===== config.mk =====
export PLATFORM = sky130hd
export DESIGN_NAME = csr_bus_arbiter
export DESIGN_NICKNAME = d
export VERILOG_FILES = /design/src/rtl/csr_bus_arbiter.sv
export SDC_FILE = /design/constraint.sdc
export NUM_CORES = 1
export LEC_CHECK = 0
export CAP_MARGIN = 20
export CORE_ASPECT_RATIO = 0.9
export CORE_MARGIN = 2
export CORE_UTILIZATION = 39
export CTS_BUF_LIST = sky130_fd_sc_hd__clkbuf_8
export DETAILED_ROUTE_END_ITERATION = 8
export PLACE_DENSITY = 0.85
export SYNTH_ARGS = -nofsm -noshare
export SYNTH_HDL_FRONTEND = slang
export SYNTH_SLANG_ARGS = --single-unit

===== constraint.sdc =====
create_clock -name clk -period 1.6 [get_ports clk]
set_input_delay 0.32 -clock clk [delete_from_list [all_inputs] [get_ports clk]]
set_output_delay 0.32 -clock clk [all_outputs]
set_load 0.005 [all_outputs]

===== src/rtl/csr_bus_arbiter.sv =====
// csr_bus_arbiter: round-robin arbitration of two CSR requesters onto one shared CSR port
module csr_bus_arbiter #(
  parameter int CSR_ADDR_WIDTH = 8,
  parameter int CSR_DATA_WIDTH = 32,
  parameter logic [CSR_ADDR_WIDTH-1:0] ADDR_LO = 8'h50,
  parameter logic [CSR_ADDR_WIDTH-1:0] ADDR_HI = 8'h54
) (
  input  logic                      clk,
  input  logic                      rst,
  input  logic                      p0_req_valid,
  output logic                      p0_req_ready,
  input  logic                      p0_req_we,
  input  logic [CSR_ADDR_WIDTH-1:0] p0_req_addr,
  input  logic [CSR_DATA_WIDTH-1:0] p0_req_wdata,
  output logic                      p0_rsp_valid,
  input  logic                      p0_rsp_ready,
  output logic [CSR_DATA_WIDTH-1:0] p0_rsp_rdata,
  output logic                      p0_rsp_err,
  input  logic                      p1_req_valid,
  output logic                      p1_req_ready,
  input  logic                      p1_req_we,
  input  logic [CSR_ADDR_WIDTH-1:0] p1_req_addr,
  input  logic [CSR_DATA_WIDTH-1:0] p1_req_wdata,
  output logic                      p1_rsp_valid,
  input  logic                      p1_rsp_ready,
  output logic [CSR_DATA_WIDTH-1:0] p1_rsp_rdata,
  output logic                      p1_rsp_err,
  output logic [CSR_ADDR_WIDTH-1:0] csr_addr,
  output logic                      csr_wen,
  output logic                      csr_ren,
  output logic [CSR_DATA_WIDTH-1:0] csr_wdata,
  input  logic [CSR_DATA_WIDTH-1:0] csr_rdata
);
  typedef enum logic [1:0] {IDLE, ISSUE, RESP} state_t;
  state_t state, state_nx;
  logic ptr, id, we, err, win, grant, legal, done;
  logic [CSR_DATA_WIDTH-1:0] rdata;
  assign win = (p0_req_valid && p1_req_valid) ? ptr : p1_req_valid;
  assign grant = (state == IDLE) && (p0_req_valid || p1_req_valid) && !rst;
  assign legal = (csr_addr >= ADDR_LO) && (csr_addr <= ADDR_HI);
  assign done = (state == RESP) && (id ? p1_rsp_ready : p0_rsp_ready);
  always_comb begin
    state_nx = (state == IDLE) ? (grant ? ISSUE : IDLE) : (state == ISSUE) ? RESP : (done ? IDLE : RESP);
  end
  always_ff @(posedge clk) begin
    if (rst) begin
      state <= IDLE;
      ptr <= 1'b0;
      id <= 1'b0;
      we <= 1'b0;
      err <= 1'b0;
      rdata <= '0;
      csr_addr <= '0;
      csr_wdata <= '0;
    end else begin
      state <= state_nx;
      if (grant) begin
        id <= win;
        we <= win ? p1_req_we : p0_req_we;
        csr_addr <= win ? p1_req_addr : p0_req_addr;
        csr_wdata <= win ? p1_req_wdata : p0_req_wdata;
      end
      if (state == ISSUE) begin
        rdata <= csr_ren ? csr_rdata : '0;
        err <= !legal;
      end
      if (done) ptr <= !id;
    end
  end
  assign p0_req_ready = grant && !win;
  assign p1_req_ready = grant && win;
  assign csr_wen = (state == ISSUE) && legal && we;
  assign csr_ren = (state == ISSUE) && legal && !we;
  assign p0_rsp_valid = (state == RESP) && !id;
  assign p1_rsp_valid = (state == RESP) && id;
  assign p0_rsp_rdata = p0_rsp_valid ? rdata : '0;
  assign p1_rsp_rdata = p1_rsp_valid ? rdata : '0;
  assign p0_rsp_err = p0_rsp_valid && err;
  assign p1_rsp_err = p1_rsp_valid && err;
endmodule

# [Word level (Yosys, flattened, before mapping)]
# Index checks and enable logic that the tools add are counted.
# Widths: inputs -> output; s select.
[word_totals] ff_bits=78 wordCells=45
[classes] magnitude_cmp=2 n_eq_ne=2 muxes=12 reduce_logical=21
[ops] op="$mux 32" n=4
[ops] op="$logic_and 1x1->1" n=14
[ops] op="$ge 8x7->1 const B" n=1
[ops] op="$le 8x7->1 const B" n=1
[ops] op="$mux 8" n=1
[ops] op="$mux 2" n=3
[ops] op="$logic_not 1->1" n=5
[ops] op="$mux 1" n=4
[ops] op="$eq 2x1->1 const B" n=1
[ops] op="$eq 2x2->1 const B" n=1
[ops] op="$logic_not 2->1" n=1
[ops] op="$logic_or 1x1->1" n=1

# [Logic depth before layout (Yosys ltp)]
[logic_depth] depth_word=5 ltp_mapped=5 depth_no_buf=3

# [Worst setup path after synthesis]
# No wires, ideal clock.
[synth_path] kind="register to output" from="reg state[1]" to="out p1_rsp_rdata[0]" arrival_time_ps=1148 setup_slack_ps=132 path_stages_with_launch=5 path_cell_list="dfxtp_1 > and3b_1 > clkbuf_1 > clkbuf_1 > and2_1"
[synth_via] elab_chain_len=3
[synth_lines] element="start, declared" line_no="35" rtl="state_t state, state_nx;"
[synth_lines] element="start signal, assigned" line_no="56" rtl="state <= state_nx;"
[synth_lines] element="$eq 2x2->1" line_no="75" rtl="assign p1_rsp_valid = (state == RESP) && id;"
[synth_lines] element="$logic_and 1x1->1" line_no="75"
[synth_lines] element="$mux 32" line_no="77" rtl="assign p1_rsp_rdata = p1_rsp_valid ? rdata : '0;"
[synth_lines] element="end, declared" line_no="26" rtl="output logic [CSR_DATA_WIDTH-1:0] p1_rsp_rdata,"
# Every way passes these cells.

# [Final worst setup path]
[layout_path] from="reg state[1]" to="out csr_ren"
[layout_via] elab_chain_len=3
[layout_lines] element="$eq 2x1->1" line_no="73" rtl="assign csr_ren = (state == ISSUE) && legal && !we;"
[layout_lines] element="$logic_and 1x1->1 (2 in series)" line_no="73"
[layout_lines] element="end, declared" line_no="30" rtl="output logic csr_ren,"
# Every way passes these cells.

==> impl_metrics.json <==
{
  "final_common_cell": "clkdlybuf4s50_1",
  "worstHoldStart": "rst",
  "grt_max_degree": 42,
  "gp_congestion": 0.8054,
  "num-fill-cells": 423,
  "muxShareOfSynthArea_pct": 0.2538,
  "crit_start": "state[1]$_SDFF_PP0_",
  "drc": 0,
  "synth_cells": 457,
  "ios": 232,
  "die-area_mm2": 0.01093,
  "period_minus_slack_ps": 1962,
  "clkSinkCount": 78,
  "fin_tns_setup_ps": -29760,
  "violations": "setup timing",
  "cpPeakStageDelay_ps": 370,
  "track_usage_pct": 30.22,
  "synth_xor_area_share_pct": 0,
  "cp_top_family": "simple AND/OR/NAND/NOR gates",
  "max-slew-margin-rel_pct": 37.61,
  "worstSetupPathType": "register to output pin",
  "start_kind": "register",
  "ys_seq_elements": 78,
  "cp_num_buf_inv": 2,
  "end_kind": "output pin",
  "min_period_over_period_pct": 122.6,
  "slowest_stage": "dfxtp_4",
  "holdBufCountCts": 0,
  "synthSimpleGateAreaFrac_pct": 27.63,
  "ys_warn_count": 0,
  "antenna_left": 0,
  "crit_chain": "buf_6 > and3b_1 > and3_4 > nor2b_1 > buf_2",
  "setup_viol": 115,
  "fin_area_mm2": 0.008398,
  "core_mm2": 0.009742,
  "gr-total-overflow": 0,
  "dpl_cell_area_mm2": 0.006539,
  "drtPass1Iterations": 5,
  "synth_compound_area_share_pct": 22.72,
  "hold_class": "input port to register",
  "vias": 5156,
  "yosysSeqAreaShare_pct": 39.59,
  "initialDrtViolationCount": 364,
  "die_w_um": 110,
  "syn-num-nets": 577,
  "clk_path_buf_depth": 2,
  "ir_drop_v": 0.0005375,
  "finalWorstSetupSlack_ps": -361.7,
  "worst_slew_pin_slew_ps": 935.8,
  "via_per_inst": 5.926,
  "drive_above_1_share_pct": 41.64,
  "p_total_mw": 5.547,
  "status": "complete, but fails checks",
  "areaGrowthSynthToFinish_pct": 112.9,
  "grt_setup_unrepaired": "true",
  "fin_worst_skew_ps": 21.14,
  "worstPathRequired_ps": 1280,
  "hold_viol": 0,
  "grt_pass1_vias": 4926,
  "p_per_area_mw_per_mm2": 660.5,
  "synth.avg_cell_area_um2": 8.630,
  "chipHeight_um": 99.40,
  "synth_top_family_by_area": "simple AND/OR/NAND/NOR gates",
  "hpwl_mm": 10.18,
  "power.leakage_nw": 3.743,
  "syn_area_mm2": 0.003944,
  "num_rows": 34,
  "cts_tree": "done",
  "drv_cap": 0,
  "yosysUniqueCellTypes": 39,
  "totalWireLength_mm": 20.89,
  "worst_hold_slack_ps": 310.3,
  "arrival_ps": 1640,
  "antenna_found_initial": 3,
  "grt_pass1_wl_mm": 25.57,
  "path_clk_slew_ps": 100,
  "finalMaxSlewViolations": 0,
  "max_freq_ghz": 0.5098,
  "cts_made_buffers": 9,
  "routedWlPerCell_um": 24.01,
  "port_buffers": 231,
  "cts_max_level": 3,
  "r2r_start": "state[0]$_SDFF_PP0_",
  "initial_core_util_pct": 40.48,
  "cts_root_buffer": "clkbuf_8",
  "nets": 857,
  "final_cell_mix": "clkdlybuf4s50_1, buf_6, dfxtp_1, and2_4, nand4_1",
  "insertion_delay_ps": 370,
  "crit_path_max_fanout": 5,
  "yosys.area_share.adder_pct": 0
}
==> worst reg2reg max path, delay by kind of cell (launching register included) <==
family,cells,cell delay (ps)
buffers and inverters,6,800
and+or+nand+nor,1,210
DFF,1,390
AOI/OAI and AO/OA,2,380
==> kinds of logic after synthesis <==
kind of cell / Yosys count
AND/OR/NAND/NOR: 171
AO/OA/AOI/OAI: 122
buffers and inverters: 85
flip-flops: 78
multiplexers: 1
==> flip-flops by register name (all words and copies together), names as in the netlist <==
name,flops
ptr,1
csr_wdata,32
csr_addr,8
err,1
state,2
rdata,32
id,1
we,1
==> final timing paths <==
| kind | endpoint | slack (ps) | cells after the start |
|---|---|---|---|
| worst max-delay path | csr_ren | -360 | 5 |
| worst min-delay path | err$_SDFFE_PP0N_ | 310 | 3 |
| worst max register to register | csr_wdata[17]$_SDFFE_PP0P_ | -300 | 9 |
| worst min register to register | csr_wdata[2]$_SDFFE_PP0P_ | 520 | 2 |
==> synth_stat cells, drive strengths merged <==
library cell	number	area (µm²)
a31oi	5	31.28
a21oi	2	10.01
nor3b	2	20.02
and3b	2	17.52
a21o	1	15.01
a22o	32	280.3
dfxtp	78	1562
o21ai	43	219.0
and2b	10	75.07
clkbuf	22	82.58
a21bo	1	10.01
nor2b	28	175.2
buf	26	165.2
nor3	2	21.27
nor2	5	21.27
nand3	5	25.02
nand2	1	3.750
and3	2	12.51
inv	37	138.9
or3	1	6.260
or2	1	6.260
nand4	41	256.5
a21boi	1	7.510
nor4b	1	8.760
and2	68	425.4
mux2i	1	10.01
nand2b	1	6.260
o21bai	1	7.510
o311ai	36	315.3
and4	1	8.760
==> final cells by class <==
cell class	instances	area (µm²)	area share, %
antenna	2	5.005	0.05959
clock buffer	10	137.6	1.639
timing repair buffer	317	3496	41.63
sequential	78	1575	18.76
inverter	37	138.9	1.654
multi-input combinational	294	2803	33.37
tap	126	157.7	1.877
clock inverter	6	85.08	1.013
==> per-layer routing <==
metal / share of wire (%) / global-route usage, % / up-vias
met5: 0.25 / 0 / -
met1: 35 / 33.05 / 2451
met2: 49 / 52.52 / 369
li1: - / - / 2212
met3: 8.8 / 8.519 / 120
met4: 6.8 / 15.87 / 4
==> stage by stage <==
step	instances	utilization [%]	setup WS, ps
6_report	870	86.21	-361.7
5_1_grt	870	86.21	-391.1
4_1_cts	865	77.87	-275.9
3_5_place_dp	806	67.12	-470.3
3_3_place_gp	806	67.12	-454.1
2_1_floorplan	457	-	132.0
==> power breakdown <==
part           total, mW  switching (mW)  internal [mW]
clock network       1.71           0.794          0.916
logic               1.70           0.746          0.953
registers           2.14          0.0837           2.05
==> what timing repair did <==
| action | CTS | global route |
|---|---|---|
| pin swaps | 36 | 20 |
| cloned | 12 | 4 |
| endpoints found under the setup margin | 116 | 147 |
| buffers inserted | 33 | 8 |
| hold endpoints to repair | 0 | 0 |
| resized for setup | 440 | 135 |
No activity file was read; power rests on OpenSTA's default activity.
